==> src/rtl/seq_onehot_decoder_pkg.sv <==
// Shared types and helpers for the sequenced one-hot decoder.
// State/mode encodings and the dwell-counter width helper.
package decoder_pkg;

    typedef enum logic {
        ST_IDLE = 1'b0,
        ST_SCAN = 1'b1
    } state_e;

    localparam logic MODE_DIRECT = 1'b0;
    localparam logic MODE_SCAN   = 1'b1;

    // Width of a counter spanning 0..dwell-1, never narrower than 1 bit.
    function automatic int dwell_w(input int dwell);
        int w;
        w = $clog2(dwell);
        return (w < 1) ? 1 : w;
    endfunction

endpackage

==> src/rtl/seq_onehot_decoder_if.sv <==
// Control/status bundle between a host and seq_onehot_decoder.
// The host drives the master side; the decoder is the slave.
interface seq_onehot_decoder_if #(
    parameter int N = 3
);
    logic              en;
    logic              mode;
    logic [N-1:0]      sel;
    logic              sel_valid;
    logic              scan_start;
    logic              scan_stop;
    logic [(1<<N)-1:0] dout;
    logic [N-1:0]      index;
    logic              busy;
    logic              done;

    modport master (
        output en, mode, sel, sel_valid, scan_start, scan_stop,
        input  dout, index, busy, done
    );

    modport slave (
        input  en, mode, sel, sel_valid, scan_start, scan_stop,
        output dout, index, busy, done
    );
endinterface

==> src/rtl/seq_onehot_decoder_onehot_dec.sv <==
// Combinational binary to one-hot decoder, N in, 2^N out.
// Reusable by any block needing a select-to-strobe expansion.
module onehot_dec #(
    parameter int N = 3
) (
    input  logic [N-1:0]      bin_i,
    output logic [(1<<N)-1:0] oh_o
);
    localparam int M = 1 << N;

    assign oh_o = M'(1) << bin_i;
endmodule

==> src/rtl/seq_onehot_decoder.sv <==
// Registered one-hot decoder with DIRECT load and timed SCAN walk.
// Output is forced low while disabled and restored on re-enable.
module seq_onehot_decoder
    import decoder_pkg::*;
#(
    parameter int N     = 3,
    parameter int DWELL = 1,
    parameter int WRAP  = 0
) (
    input logic                 clk,
    input logic                 rst,
    seq_onehot_decoder_if.slave bus
);
    localparam int M  = 1 << N;
    localparam int DW = dwell_w(DWELL);
    localparam logic [DW-1:0] DW_LAST = DW'(DWELL - 1);

    state_e          state_q, state_d;
    logic [DW-1:0]   dwell_q, dwell_d;
    logic [N-1:0]    index_q, index_d;
    logic [M-1:0]    dout_q, dout_d, dec_oh;
    logic            busy_q, busy_d;
    logic            done_q, done_d;
    logic            held_q, held_d;
    logic            on_d;

    onehot_dec #(.N(N)) u_dec (
        .bin_i (index_d),
        .oh_o  (dec_oh)
    );

    assign dout_d = on_d ? dec_oh : '0;

    always_comb begin
        state_d = state_q;
        dwell_d = dwell_q;
        index_d = index_q;
        busy_d  = busy_q;
        held_d  = held_q;
        done_d  = 1'b0;
        on_d    = 1'b0;
        if (state_q == ST_SCAN && bus.scan_stop) begin
            state_d = ST_IDLE;
            dwell_d = '0;
            index_d = '0;
            busy_d  = 1'b0;
            held_d  = 1'b0;
        end else if (bus.en) begin
            unique case (state_q)
                ST_IDLE: begin
                    // held_q restores a DIRECT load after an enable gap
                    on_d = held_q;
                    if (bus.mode == MODE_SCAN && bus.scan_start) begin
                        state_d = ST_SCAN;
                        index_d = '0;
                        dwell_d = '0;
                        busy_d  = 1'b1;
                        held_d  = 1'b0;
                        on_d    = 1'b1;
                    end else if (bus.mode == MODE_DIRECT && bus.sel_valid) begin
                        index_d = bus.sel;
                        held_d  = 1'b1;
                        on_d    = 1'b1;
                    end
                end
                ST_SCAN: begin
                    on_d = 1'b1;
                    if (dwell_q == DW_LAST) begin
                        dwell_d = '0;
                        index_d = index_q + N'(1);
                        if (index_q == '1) begin
                            done_d = 1'b1;
                            if (WRAP == 0) begin
                                state_d = ST_IDLE;
                                busy_d  = 1'b0;
                                on_d    = 1'b0;
                            end
                        end
                    end else begin
                        dwell_d = dwell_q + DW'(1);
                    end
                end
                default: state_d = ST_IDLE;
            endcase
        end
    end

    always_ff @(posedge clk) begin
        if (rst) begin
            state_q <= ST_IDLE;
            dwell_q <= '0;
            index_q <= '0;
            dout_q  <= '0;
            busy_q  <= 1'b0;
            done_q  <= 1'b0;
            held_q  <= 1'b0;
        end else begin
            state_q <= state_d;
            dwell_q <= dwell_d;
            index_q <= index_d;
            dout_q  <= dout_d;
            busy_q  <= busy_d;
            done_q  <= done_d;
            held_q  <= held_d;
        end
    end

    assign bus.dout  = dout_q;
    assign bus.index = index_q;
    assign bus.busy  = busy_q;
    assign bus.done  = done_q;
endmodule

==> src/flat_wrapper.sv <==
// flat-port wrapper written by rule: the top's interface ports become plain ports
module seq_onehot_decoder_flat import decoder_pkg::*;
#(
    parameter int N     = 3,
    parameter int DWELL = 1,
    parameter int WRAP  = 0
)
  (clk, rst, bus_en, bus_mode, bus_sel, bus_sel_valid, bus_scan_start, bus_scan_stop, bus_dout, bus_index, bus_busy, bus_done);
  seq_onehot_decoder_if #(.N(N)) bus_i ();
  input logic clk;
  input logic rst;
  input wire logic [$bits(bus_i.en)-1:0] bus_en;
  input wire logic [$bits(bus_i.mode)-1:0] bus_mode;
  input wire logic [$bits(bus_i.sel)-1:0] bus_sel;
  input wire logic [$bits(bus_i.sel_valid)-1:0] bus_sel_valid;
  input wire logic [$bits(bus_i.scan_start)-1:0] bus_scan_start;
  input wire logic [$bits(bus_i.scan_stop)-1:0] bus_scan_stop;
  output wire logic [$bits(bus_i.dout)-1:0] bus_dout;
  output wire logic [$bits(bus_i.index)-1:0] bus_index;
  output wire logic [$bits(bus_i.busy)-1:0] bus_busy;
  output wire logic [$bits(bus_i.done)-1:0] bus_done;
  assign bus_i.en = bus_en;
  assign bus_i.mode = bus_mode;
  assign bus_i.sel = bus_sel;
  assign bus_i.sel_valid = bus_sel_valid;
  assign bus_i.scan_start = bus_scan_start;
  assign bus_i.scan_stop = bus_scan_stop;
  assign bus_dout = bus_i.dout;
  assign bus_index = bus_i.index;
  assign bus_busy = bus_i.busy;
  assign bus_done = bus_i.done;
  seq_onehot_decoder #(.N(N), .DWELL(DWELL), .WRAP(WRAP)) u_core (.clk(clk), .rst(rst), .bus(bus_i));
endmodule
==> config.mk <==
export PLATFORM = sky130hd
export DESIGN_NAME = seq_onehot_decoder_flat
export DESIGN_NICKNAME = d
export VERILOG_FILES = /design/src/rtl/seq_onehot_decoder_pkg.sv /design/src/rtl/seq_onehot_decoder_if.sv /design/src/rtl/seq_onehot_decoder_onehot_dec.sv /design/src/rtl/seq_onehot_decoder.sv /design/src/flat_wrapper.sv
export SDC_FILE = /design/constraint.sdc
export NUM_CORES = 1
export LEC_CHECK = 0
export ABC_AREA = 1
export BUFFER_PORTS_ARGS = -buffer_cell sky130_fd_sc_hd__buf_2
export CORE_AREA = 2 2 43 45
export CTS_CLUSTER_DIAMETER = 150
export DETAILED_ROUTE_END_ITERATION = 8
export DIE_AREA = 0 0 45 47
export PLACE_DENSITY = 0.71
export REMOVE_ABC_BUFFERS = 1
export SETUP_SLACK_MARGIN = 0.1
export SKIP_CTS_REPAIR_TIMING = 1
export SKIP_LAST_GASP = 1
export SLEW_MARGIN = 40
export SYNTH_ARGS = -nofsm -noshare
export SYNTH_HDL_FRONTEND = slang
export SYNTH_HIERARCHICAL = 1
export SYNTH_SLANG_ARGS = --single-unit
==> constraint.sdc <==
create_clock -name clk -period 2.1 [get_ports clk]
set_clock_uncertainty 0.15 [all_clocks]
set_input_delay 0.21 -clock clk [delete_from_list [all_inputs] [get_ports clk]]
set_output_delay 0.21 -clock clk [all_outputs]
set_load 0.01 [all_outputs]
# After elaboration in Yosys (flattened, before gate mapping)
# Cells that the tools add are included.
# word_totals
regBits	16
in_bits	10
output_inout_bits	13
word_cells	51
# classes
add_sub_neg	2
eq_ne	4
n_shift	1
mux	24
bitwise	4
n_reduce_logical	9
# op_table
operator	n
$mux 3	5
$mux 1	14
$pmux 1 s2	4
$shl 1x3->8 const A	1
$pmux 3 s2	1
$reduce_or 5->1	1
$ne 2x2->1 const B	2
$not 1->1	4
$reduce_and 2->1	2
$reduce_and 4->1	1
$reduce_or 2->1	2
$add 3x1->3 const B	1
$eq 3x3->1 const B	1
$logic_and 1x1->1	3
$ne 2x1->1 const B	1
$add 1x1->1 const B	1

# Longest topological paths before layout
# Gate-level depths: netlist of the first run.
# logic_depth
ltp_word	9
depth_mapped	12
depth_no_buf	12

# Cells and area by module
# Netlist of the first run, hierarchy kept.
# modules_own_cells
mod	instances	cells_per_inst	area_per_inst_um2	seq_area_each_um2
seq_onehot_decoder	1	92	701.9	300.3
onehot_dec	1	15	56.3	0.0

# Worst setup path after synthesis of the first run
# No wires, ideal clock.
# synth_timing
path_kind	register to register
start	register u_core.index_q[0], in the netlist u_core/bus.index[0]
end	register u_core.dout_q[4], in the netlist u_core/bus.dout[4]
setup_ns	0.114
arrival_ns	1.297
required_ns	1.836
slack_ns	0.539
path_stages_with_launch	11
path_buffers	0
period_less_slack_ns	1.561
cell_sequence	dfxtp_1 ha_1 ha_1 a21oi_1 nand2_1 nand2_1 inv_1 inv_2 nor2_1 inv_1 nor2_1
# synth_via
word_cells_on_any_way	16
classes_between	add/sub (1); eq/ne (1); shift (1); mux (11); bitwise (1); reduce/logical (1)
# synth_rtl
element	line	text
start: declaration	seq_onehot_decoder.sv:20	logic [N-1:0] index_q, index_d;
start signal: assignment	seq_onehot_decoder.sv:100	index_q <= index_d;
$add 3x1->3	seq_onehot_decoder.sv:70	index_d = index_q + N'(1);
$mux 3	seq_onehot_decoder.sv:68	if (dwell_q == DW_LAST) begin
$pmux 3 s2	seq_onehot_decoder.sv:49	unique case (state_q)
$mux 3	seq_onehot_decoder.sv:48	end else if (bus.en) begin
$mux 3	seq_onehot_decoder.sv:42	if (state_q == ST_SCAN && bus.scan_stop) begin
net u_core.index_d[2]	seq_onehot_decoder.sv:20	
$shl 1x3->8	seq_onehot_decoder_onehot_dec.sv:11	assign oh_o = M'(1) << bin_i;
net u_core.dec_oh[4]	seq_onehot_decoder.sv:21	logic [M-1:0] dout_q, dout_d, dec_oh;
end signal: assignment	seq_onehot_decoder.sv:101	dout_q <= dout_d;
end: declaration	seq_onehot_decoder.sv:21	
# The timed path passes the listed nets, and every way through them passes these cells.
# A chain may end at the register's enable or synchronous reset.

# Final worst setup path of the first run
# layout_timing
start	register u_core.index_q[0], in the netlist u_core/bus.index[0]
end	register u_core.dout_q[5], in the netlist u_core/bus.dout[5]
# The elaborated chain is that of the path after synthesis.

==> out/qor.tcl, run 1 <==
set qor(result_of_the_run) {finished clean}
set qor(depth_of_the_cts_h_tree) 1
set qor(area_growth_syn_to_layout_pct) 20.79
set qor(worstSkewPairLatency_ns) 0.28
set qor(final.min_clock_period_ns) 1.669
set qor(timing.final.setup_violations) 0
set qor(timing.final.crit_share) 0.7947
set qor(nNetsFinal) 146
set qor(final_max_slew_viol_count) 0
set qor(setup_slack_at_placement_ns) 0.4730
set qor(worst_setup_path_start_kind) {flop}
set qor(setup_ws_ns) 0.4312
set qor(dieArea_um2) 2115
set qor(setup.reg_to_reg.worst_slack_ns) 0.43
set qor(initial_util) 0.4591
set qor(wire_length_of_the_first_global_routing_pass_mm) 2.442
set qor(num_vias) 687
set qor(ios) 23
set qor(timing.critical_path.slowest_cell_delay_ns) 0.34
set qor(fmaxAchievable_ghz) 0.5992
set qor(syn_avg_cell_area_um2) 7.086
set qor(cp_max_fo) 5
set qor(dpl-instance-area_um2) 878.3
set qor(hold_class) {in -> reg}
set qor(clockPowerShare) 0.286
set qor(port_buffers) 22
set qor(synth-edff-count) 0
set qor(yosys_warnings) 6
set qor(synthesis.instances) 107
set qor(synth_top_area_frac) 0.3960
set qor(number_of_cell_rows) 15
set qor(powerDensity_nw_per_um2) 642.8
set qor(cts.clk_slew.worst_paths_ns) 0.10
set qor(yosysUniqueCellTypes) 18
set qor(tritoncts) {done}
set qor(internal_power_w) 0.0004096
set qor(cts.sink_count) 15
set qor(hpwlAfterDp_mm) 1.090
set qor(antenna_cells_inserted) 0
set qor(critical_path_arrival_ns) 1.75
set qor(seqPwrFrac) 0.515
set qor(chipWidth_um) 45
set qor(grt_use_total) 0.1639
set qor(worstPathCellList) {ha_1 > ha_1 > a21oi_1 > nand2_1 > nand2_1 > inv_1 > inv_2 > nor2_1 > inv_1 > nor2_1}
set qor(ys_top_cells_by_count) {sky130_fd_sc_hd__inv_1, sky130_fd_sc_hd__nor2_1, sky130_fd_sc_hd__nand2_1, sky130_fd_sc_hd__dfxtp_1, sky130_fd_sc_hd__a21oi_1}
set qor(postSynth.asyncResetShare) 0
set qor(rr_endpoint) {u_core/bus.dout[5]$_SDFF_PP0_}
set qor(fin_hold_ws_ns) 0.1133
set qor(cp.required_ns) 2.18
set qor(synth_top_area_cell) {sky130_fd_sc_hd__dfxtp_1}
set qor(rsz0062_at_grt) {false}
set qor(cp_num_buf_inv) 3
set qor(synthesis.area_um2) 758.2
set qor(synth.most_common_cell) {sky130_fd_sc_hd__inv_1}
set qor(timing.hold.worst.start) {bus_scan_stop}
set qor(max_slew.worst_pin.slew_ns) 0.4206
set qor(globalplace.congestion) 0.8533
set qor(hold_violations_final) 0
set qor(setup_tns_ns) 0
set qor(cp-end-kind) {flop}
set qor(detailedRoute.firstPassIterationCount) 4
set qor(hold_depth) 4
set qor(leakagePower_nw) 0.5070
set qor(ys_top_cells_by_area) {sky130_fd_sc_hd__dfxtp_1, sky130_fd_sc_hd__inv_1, sky130_fd_sc_hd__nor2_1, sky130_fd_sc_hd__nand2_1, sky130_fd_sc_hd__a21oi_1}
set qor(finish.instance_area_um2) 915.9
set qor(slowest_stage) {sky130_fd_sc_hd__dfxtp_1}
set qor(maxCapViolations) 0
set qor(drt-wirelength-per-cell_um) 9.473
set qor(die_height_um) 47
set qor(holdPathEnd) {u_core/state_q$_SDFFE_PP0P_}
set qor(ys_ff_latch) 15
set qor(cts_root_buf) {sky130_fd_sc_hd__clkbuf_4}
set qor(core_area_um2) 1652
set qor(worst_path_dominant_cell_family) {adder cells}
set qor(synth_seq_area_share) 0.3960
set qor(slew_headroom) 0.7192
set qor(reg2regPathDepth) 10
set qor(drc) 0
set qor(rr_startpoint) {u_core/bus.index[0]$_SDFF_PP0_}
set qor(utilization) 0.5545
set qor(maximum_number_of_pins_on_one_net_before_global_route_repair) 10
set qor(synth-main-ff-cell) {sky130_fd_sc_hd__dfxtp_1}
set qor(criticalPathCategory) {reg -> reg}
set qor(peakVddDrop_v) 0.0003832
set qor(power.combinational.fraction) 0.199
set qor(postRouteWirelength_mm) 1.421
set qor(grt_antenna_before_repair) 0
set qor(post_drt_via_cell_ratio) 4.580
set qor(cts-buffers-inserted) 3
set qor(layout-drive-gt1-share) 0.2857
set qor(vias_in_the_first_global_route) 589
set qor(clock_tree.buffer_depth) 2
set qor(drt-initial-drc-count) 16
set qor(swShare) 0.3043
set qor(switchingPower_w) 0.0001792
set qor(grt_overflow_total) 0
set qor(antenna_left) 0
worst max path at each step:
stage,from,slack (ns),cells past startpoint,end
final,u_core/bus.index[0]$_SDFF_PP0_,0.43,10,u_core/bus.dout[5]$_SDFF_PP0_
after floorplan,u_core/bus.index[0]$_SDFF_PP0_,0.54,10,u_core/bus.dout[4]$_SDFF_PP0_
after global routing,u_core/bus.index[0]$_SDFF_PP0_,0.25,10,u_core/bus.dout[7]$_SDFF_PP0_
after global placement,u_core/bus.index[0]$_SDFF_PP0_,0.48,10,u_core/bus.dout[5]$_SDFF_PP0_
after CTS,u_core/bus.index[0]$_SDFF_PP0_,0.44,10,u_core/bus.dout[4]$_SDFF_PP0_
after detailed placement,u_core/bus.index[0]$_SDFF_PP0_,0.47,10,u_core/bus.dout[7]$_SDFF_PP0_
registers in the layout, summed over array words and instances (netlist names):
| name | cells |
|---|---|
| u_core/bus.done | 1 |
| u_core/bus.dout | 8 |
| u_core/held_q | 1 |
| u_core/bus.busy | 1 |
| u_core/bus.index | 3 |
| u_core/state_q | 1 |
logic make-up (layout without fill, tap and decap cells):
kind of cell	count (synthesis)	count (layout)	synth area share
AOI/OAI and AO/OA	11	11	0.08747
adders and majority gates	2	2	0.03300
buffers and inverters	27	53	0.1436
DFF	15	15	0.3960
and+or+nand+nor	52	52	0.3399
power by group through the flow:
stage	clock network, W	registers, W	logic, W
final	0.000168	0.000303	0.000117
after detailed placement	0	0.000310	0.000115
after global placement	0	0.000310	0.000113
after CTS	0.000173	0.000303	0.000116
after global routing	0.000187	0.000305	0.000135
after floorplan	0	0.000313	0.0000771
layer usage:
layer  up-vias  global-route usage  share of wire
li1        371                   -              -
met1       300              0.2212           0.49
met4         0              0.1059          0.023
met2        12              0.2286           0.44
met3         4             0.04615          0.045
met5         -                   0              0
metrics by stage:
| step | cells | power, W |
|---|---|---|
| 2_1_floorplan | 106 | 0.0003900 |
| 5_1_grt | 150 | 0.0006271 |
| 3_3_place_gp | 145 | 0.0004233 |
| 6_report | 150 | 0.0005888 |
| 4_1_cts | 149 | 0.0005919 |
| 3_5_place_dp | 145 | 0.0004253 |
cell usage in the layout, fill, tap and decap left out, drive strengths merged, types with 2 or more instances in the layout:
cell type / instances
nor2: 22
o21ai: 2
ha: 2
nand2: 20
inv: 26
clkbuf: 3
nand3: 8
a21oi: 9
buf: 22
dfxtp: 15
final cells by class:
type	instances	area [um2]
Clock buffer	3	22.52
Timing Repair Buffer	23	120.1
Sequential cell	15	300.3
Multi-Input combinational cell	65	349.1
Inverter	26	97.59
Clock inverter	1	5.005
Tap cell	17	21.27
Fill cell	167	735.7
worst min-delay path: stages:
cell                      delay, ns
sky130_fd_sc_hd__buf_2         0.10
sky130_fd_sc_hd__nand2_4       0.06
sky130_fd_sc_hd__nand2_4       0.09
sky130_fd_sc_hd__a21oi_1       0.04
Note: power is estimated with default switching activity, not from simulation.
==> inputs of run 2 (changes only) <==
--- a/config.mk
+++ b/config.mk
@@ -5,13 +5,13 @@
 export SDC_FILE = /design/constraint.sdc
 export NUM_CORES = 1
 export LEC_CHECK = 0
-export ABC_AREA = 1
+export ABC_AREA = 0
 export BUFFER_PORTS_ARGS = -buffer_cell sky130_fd_sc_hd__buf_2
-export CORE_AREA = 2 2 43 45
+export CORE_AREA = 2 2 45 47
 export CTS_CLUSTER_DIAMETER = 150
 export DETAILED_ROUTE_END_ITERATION = 8
-export DIE_AREA = 0 0 45 47
-export PLACE_DENSITY = 0.71
+export DIE_AREA = 0 0 47 49
+export PLACE_DENSITY = 0.66
 export REMOVE_ABC_BUFFERS = 1
 export SETUP_SLACK_MARGIN = 0.1
 export SKIP_CTS_REPAIR_TIMING = 1
==> constraint.sdc (replaced) <==
create_clock -name clk -period 1.4 [get_ports clk]
set_clock_uncertainty 0.15 [all_clocks]
set_input_delay 0.14 -clock clk [delete_from_list [all_inputs] [get_ports clk]]
set_output_delay 0.14 -clock clk [all_outputs]
set_load 0.01 [all_outputs]
==> run 2 against run 1 <==
Compared with the run above:
- the run now ends with negative setup slack left
- die area increased by 8.9%
- worst hold slack got worse by 0.044 ns
- synthesized cell count decreased by 33%
- sequential cell count unchanged
- critical path depth decreased by 4
- highest routed layer unchanged
- global-route usage decreased by 0.20 points
- non-clock buffer count increased by 15
- combinational power increased by 64%
- sequential share of layout area decreased by 5.8 points
==> out/qor.tcl, run 2 <==
set qor(cts.clk_slew.worst_paths_ns) 0.09 ;# was 0.10 ns
set qor(post_synth_fa_ha_maj_area_fraction) 0.03431 ;# was 0.03300
set qor(core_area_um2) 1842 ;# was 1652 um2
set qor(grt_use_total) 0.1619 ;# was 0.1639
set qor(dieArea_um2) 2303 ;# was 2115 um2
set qor(violations_in_the_final_reports) {negative setup slack}
set qor(drt-initial-drc-count) 5 ;# was 16
set qor(yosys_warnings) 6 ;# unchanged
set qor(yosysUniqueCellTypes) 28 ;# was 18
set qor(depth_of_the_cts_h_tree) 1 ;# unchanged
set qor(fraction_of_synthesized_cell_area_in_xor_and_xnor_cells) 0 ;# unchanged
set qor(post_drt_via_cell_ratio) 4.993 ;# was 4.580
set qor(powerDensity_nw_per_um2) 784.7 ;# was 642.8 nW/um2
set qor(vias_in_the_first_global_route) 672 ;# was 589
set qor(filler_cell_count_in_the_final_layout) 179 ;# was 167
set qor(maximum_number_of_pins_on_one_net_before_global_route_repair) 11 ;# was 10
set qor(drt-wirelength-per-cell_um) 12.98 ;# was 9.473 um
set qor(cts_root_buf) {sky130_fd_sc_hd__clkbuf_4} ;# unchanged
set qor(criticalPathCategory) {reg -> reg} ;# unchanged
set qor(stdcell_count) 138 ;# was 150
set qor(grt_overflow_total) 0 ;# unchanged
set qor(synth.most_common_cell) {sky130_fd_sc_hd__dfxtp_1} ;# was sky130_fd_sc_hd__inv_1
set qor(cp.required_ns) 1.44 ;# was 2.18 ns
set qor(worstSkewPairLatency_ns) 0.28 ;# about the same
set qor(synth_top_area_frac) 0.4117 ;# was 0.3960
set qor(placed_cells) 132 ;# was 145
set qor(timing.final.crit_share) 1.222 ;# was 0.7947
set qor(globalplace.congestion) 0.8016 ;# was 0.8533
set qor(antenna_left) 0 ;# unchanged
set qor(ys_ff_latch) 15 ;# unchanged
set qor(synth_seq_area_share) 0.4117 ;# was 0.3960
set qor(hold_class) {in -> reg} ;# unchanged
set qor(chipWidth_um) 47 ;# was 45 um
set qor(layout.cells.most_common_list) {sky130_fd_sc_hd__buf_2, sky130_fd_sc_hd__buf_4, sky130_fd_sc_hd__dfxtp_1} ;# was sky130_fd_sc_hd__buf_2, sky130_fd_sc_hd__inv_1, sky130_fd_sc_hd__nor2_1
set qor(wire_length_of_the_first_global_routing_pass_mm) 2.656 ;# was 2.442 mm
set qor(detailedRoute.firstPassIterationCount) 4 ;# unchanged
set qor(cts.sink_count) 15 ;# unchanged
set qor(leakagePower_nw) 0.5013 ;# was 0.5070 nW
set qor(drc) 0 ;# unchanged
set qor(maxCapViolations) 0 ;# unchanged
set qor(setup_ws_ns) -0.3105 ;# was 0.4312 ns
set qor(max_slew.worst_pin.slew_ns) 0.4725 ;# was 0.4206 ns
set qor(setup_slack_at_placement_ns) -0.5333 ;# was 0.4730 ns
set qor(peakVddDrop_v) 0.0005899 ;# was 0.0003832 V
set qor(dpl-instance-area_um2) 950.9 ;# was 878.3 um2
set qor(ys_top_cells_by_area) {sky130_fd_sc_hd__dfxtp_1, sky130_fd_sc_hd__and2_1, sky130_fd_sc_hd__a21oi_1, sky130_fd_sc_hd__nor3b_1, sky130_fd_sc_hd__mux2_2} ;# was sky130_fd_sc_hd__dfxtp_1, sky130_fd_sc_hd__inv_1, sky130_fd_sc_hd__nor2_1, sky130_fd_sc_hd__nand2_1, sky130_fd_sc_hd__a21oi_1
set qor(final_max_slew_viol_count) 0 ;# unchanged
set qor(antenna_cells_inserted) 0 ;# unchanged
set qor(postRouteWirelength_mm) 1.791 ;# was 1.421 mm
set qor(ys_top_cells_by_count) {sky130_fd_sc_hd__dfxtp_1, sky130_fd_sc_hd__a21oi_1, sky130_fd_sc_hd__and2_1, sky130_fd_sc_hd__nor3b_1, sky130_fd_sc_hd__nand2_1} ;# was sky130_fd_sc_hd__inv_1, sky130_fd_sc_hd__nor2_1, sky130_fd_sc_hd__nand2_1, sky130_fd_sc_hd__dfxtp_1, sky130_fd_sc_hd__a21oi_1
set qor(timing.final.setup_violations) 9 ;# was 0
set qor(clock_tree.buffer_depth) 2 ;# unchanged
set qor(critical_path_arrival_ns) 1.75 ;# about the same
set qor(synthesis.area_um2) 729.5 ;# was 758.2 um2
set qor(cts-buffers-inserted) 3 ;# unchanged
set qor(slew_headroom) 0.6817 ;# was 0.7192
set qor(worst_setup_path_start_kind) {flop} ;# unchanged
set qor(hold_violations_final) 0 ;# unchanged
set qor(fmaxAchievable_ghz) 0.5846 ;# was 0.5992 GHz
set qor(regArea_um2) 304.0 ;# was 300.3 um2
set qor(tritoncts) {done} ;# unchanged
set qor(die_height_um) 49 ;# was 47 um
set qor(cp_max_fo) 8 ;# was 5
set qor(synth-compound-area-share) 0.1955 ;# was 0.08746
set qor(initial_util) 0.3961 ;# was 0.4591
set qor(setup_tns_ns) -2.252 ;# was 0 ns
set qor(final.min_clock_period_ns) 1.710 ;# was 1.669 ns
set qor(multi_input_area_um2) 511.7 ;# was 349.1 um2
set qor(syn_avg_cell_area_um2) 10.13 ;# was 7.086 um2
set qor(hpwlAfterDp_mm) 1.222 ;# was 1.090 mm
set qor(port_buffers) 22 ;# unchanged
set qor(result_of_the_run) {finished with violations} ;# was finished clean
set qor(utilization) 0.6114 ;# was 0.5545
set qor(nNetsFinal) 124 ;# was 146
set qor(finish.instance_area_um2) 1126 ;# was 915.9 um2
set qor(postSynth.asyncResetShare) 0 ;# unchanged
set qor(area_growth_syn_to_layout_pct) 54.37 ;# was 20.79%
set qor(largest_register_ffs) 8 ;# unchanged
set qor(rsz0062_at_grt) {true} ;# was false
set qor(ios) 23 ;# unchanged
set qor(synth.mux.area_fraction) 0.04631 ;# was 0
set qor(layout-drive-gt1-share) 0.6306 ;# was 0.2857
set qor(synth_top_area_cell) {sky130_fd_sc_hd__dfxtp_1} ;# unchanged
set qor(largest_family_of_logic_cells_by_synthesized_area) {simple AND/OR/NAND/NOR gates} ;# unchanged
set qor(num_vias) 689 ;# was 687
set qor(synth-main-ff-cell) {sky130_fd_sc_hd__dfxtp_1} ;# unchanged
set qor(synth-edff-count) 0 ;# unchanged
set qor(synthesis.instances) 72 ;# was 107
set qor(cp-end-kind) {flop} ;# unchanged
set qor(layout.cells.most_common) {sky130_fd_sc_hd__buf_2}
set qor(synth-simple-area-share) 0.2693 ;# was 0.3399
set qor(grt_antenna_before_repair) 0 ;# unchanged
set qor(number_of_cell_rows) 16 ;# was 15
## run 2: cell types whose count changed in the layout (fill, tap and decap cells not counted), sizes merged, moves of 2 or more
cell    change
a211oi      +2
a32oi       +2
and2        +9
and3b       +3
buf        +16
inv        -25
mux2        +3
nand2      -16
nand3       -7
nor2       -21
nor3b       +5
## run 2: power breakdown
part | total, W | internal (W) | switching (W)
sequential | 0.000447 | 0.000438 | 0.00000847
combinational | 0.000192 | 0.000101 | 0.0000914
clock | 0.000245 | 0.000106 | 0.000139
## run 2: final timing paths
| check | start | endpoint | slack (ns) | depth (start not counted) |
|---|---|---|---|---|
| max | u_core/bus.index[0]$_SDFF_PP0_ | u_core/bus.dout[3]$_SDFF_PP0_ | -0.31 | 6 |
| min | rst | u_core/state_q$_SDFFE_PP0P_ | 0.07 | 3 |
| max reg2reg | u_core/bus.index[0]$_SDFF_PP0_ | u_core/bus.dout[3]$_SDFF_PP0_ | -0.31 | 6 |
| min reg2reg | u_core/bus.busy$_SDFFE_PP0P_ | u_core/bus.busy$_SDFFE_PP0P_ | 0.35 | 2 |
## run 2: cell families after synthesis
group,after synthesis
flip-flops,15
AND/OR/NAND/NOR,29
AO/OA/AOI/OAI,19
adder cells (fa/ha/maj),2
multiplexers,3
buffers and inverters,4
## run 2: layer usage
| layer | GRT usage | wire (um) | part of all wire |
|---|---|---|---|
| met2 | 0.2671 | 877 | 0.49 |
| met1 | 0.1740 | 760 | 0.42 |
| met5 | 0 | 0 | 0 |
| met4 | 0.08333 | 53 | 0.030 |
| met3 | 0.05556 | 100 | 0.056 |
## run 2: final cells by class
cell class | count | share of cell area
Inverter | 1 | 0.003333
Clock buffer | 3 | 0.02000
Timing Repair Buffer | 38 | 0.2178
Multi-Input combinational cell | 53 | 0.4544
Sequential cell | 15 | 0.2700
Clock inverter | 1 | 0.004444
Tap cell | 27 | 0.03000
## run 2: worst max-delay path, stage by stage (launching register included)
cell and delay (ns):
sky130_fd_sc_hd__dfxtp_2 0.33, sky130_fd_sc_hd__ha_2 0.19, sky130_fd_sc_hd__ha_4 0.27, sky130_fd_sc_hd__a32oi_4 0.12, sky130_fd_sc_hd__a21oi_4 0.21, sky130_fd_sc_hd__and3b_2 0.22, sky130_fd_sc_hd__and2_1 0.12
## run 2: metrics by stage
step           total power [W]  hold WS (ns)
2_1_floorplan        0.0005279        0.1319
3_3_place_gp         0.0005999        0.3215
3_5_place_dp         0.0006019        0.3313
4_1_cts              0.0008475       0.08768
5_1_grt              0.0009303       0.06733
6_report             0.0008836       0.06968
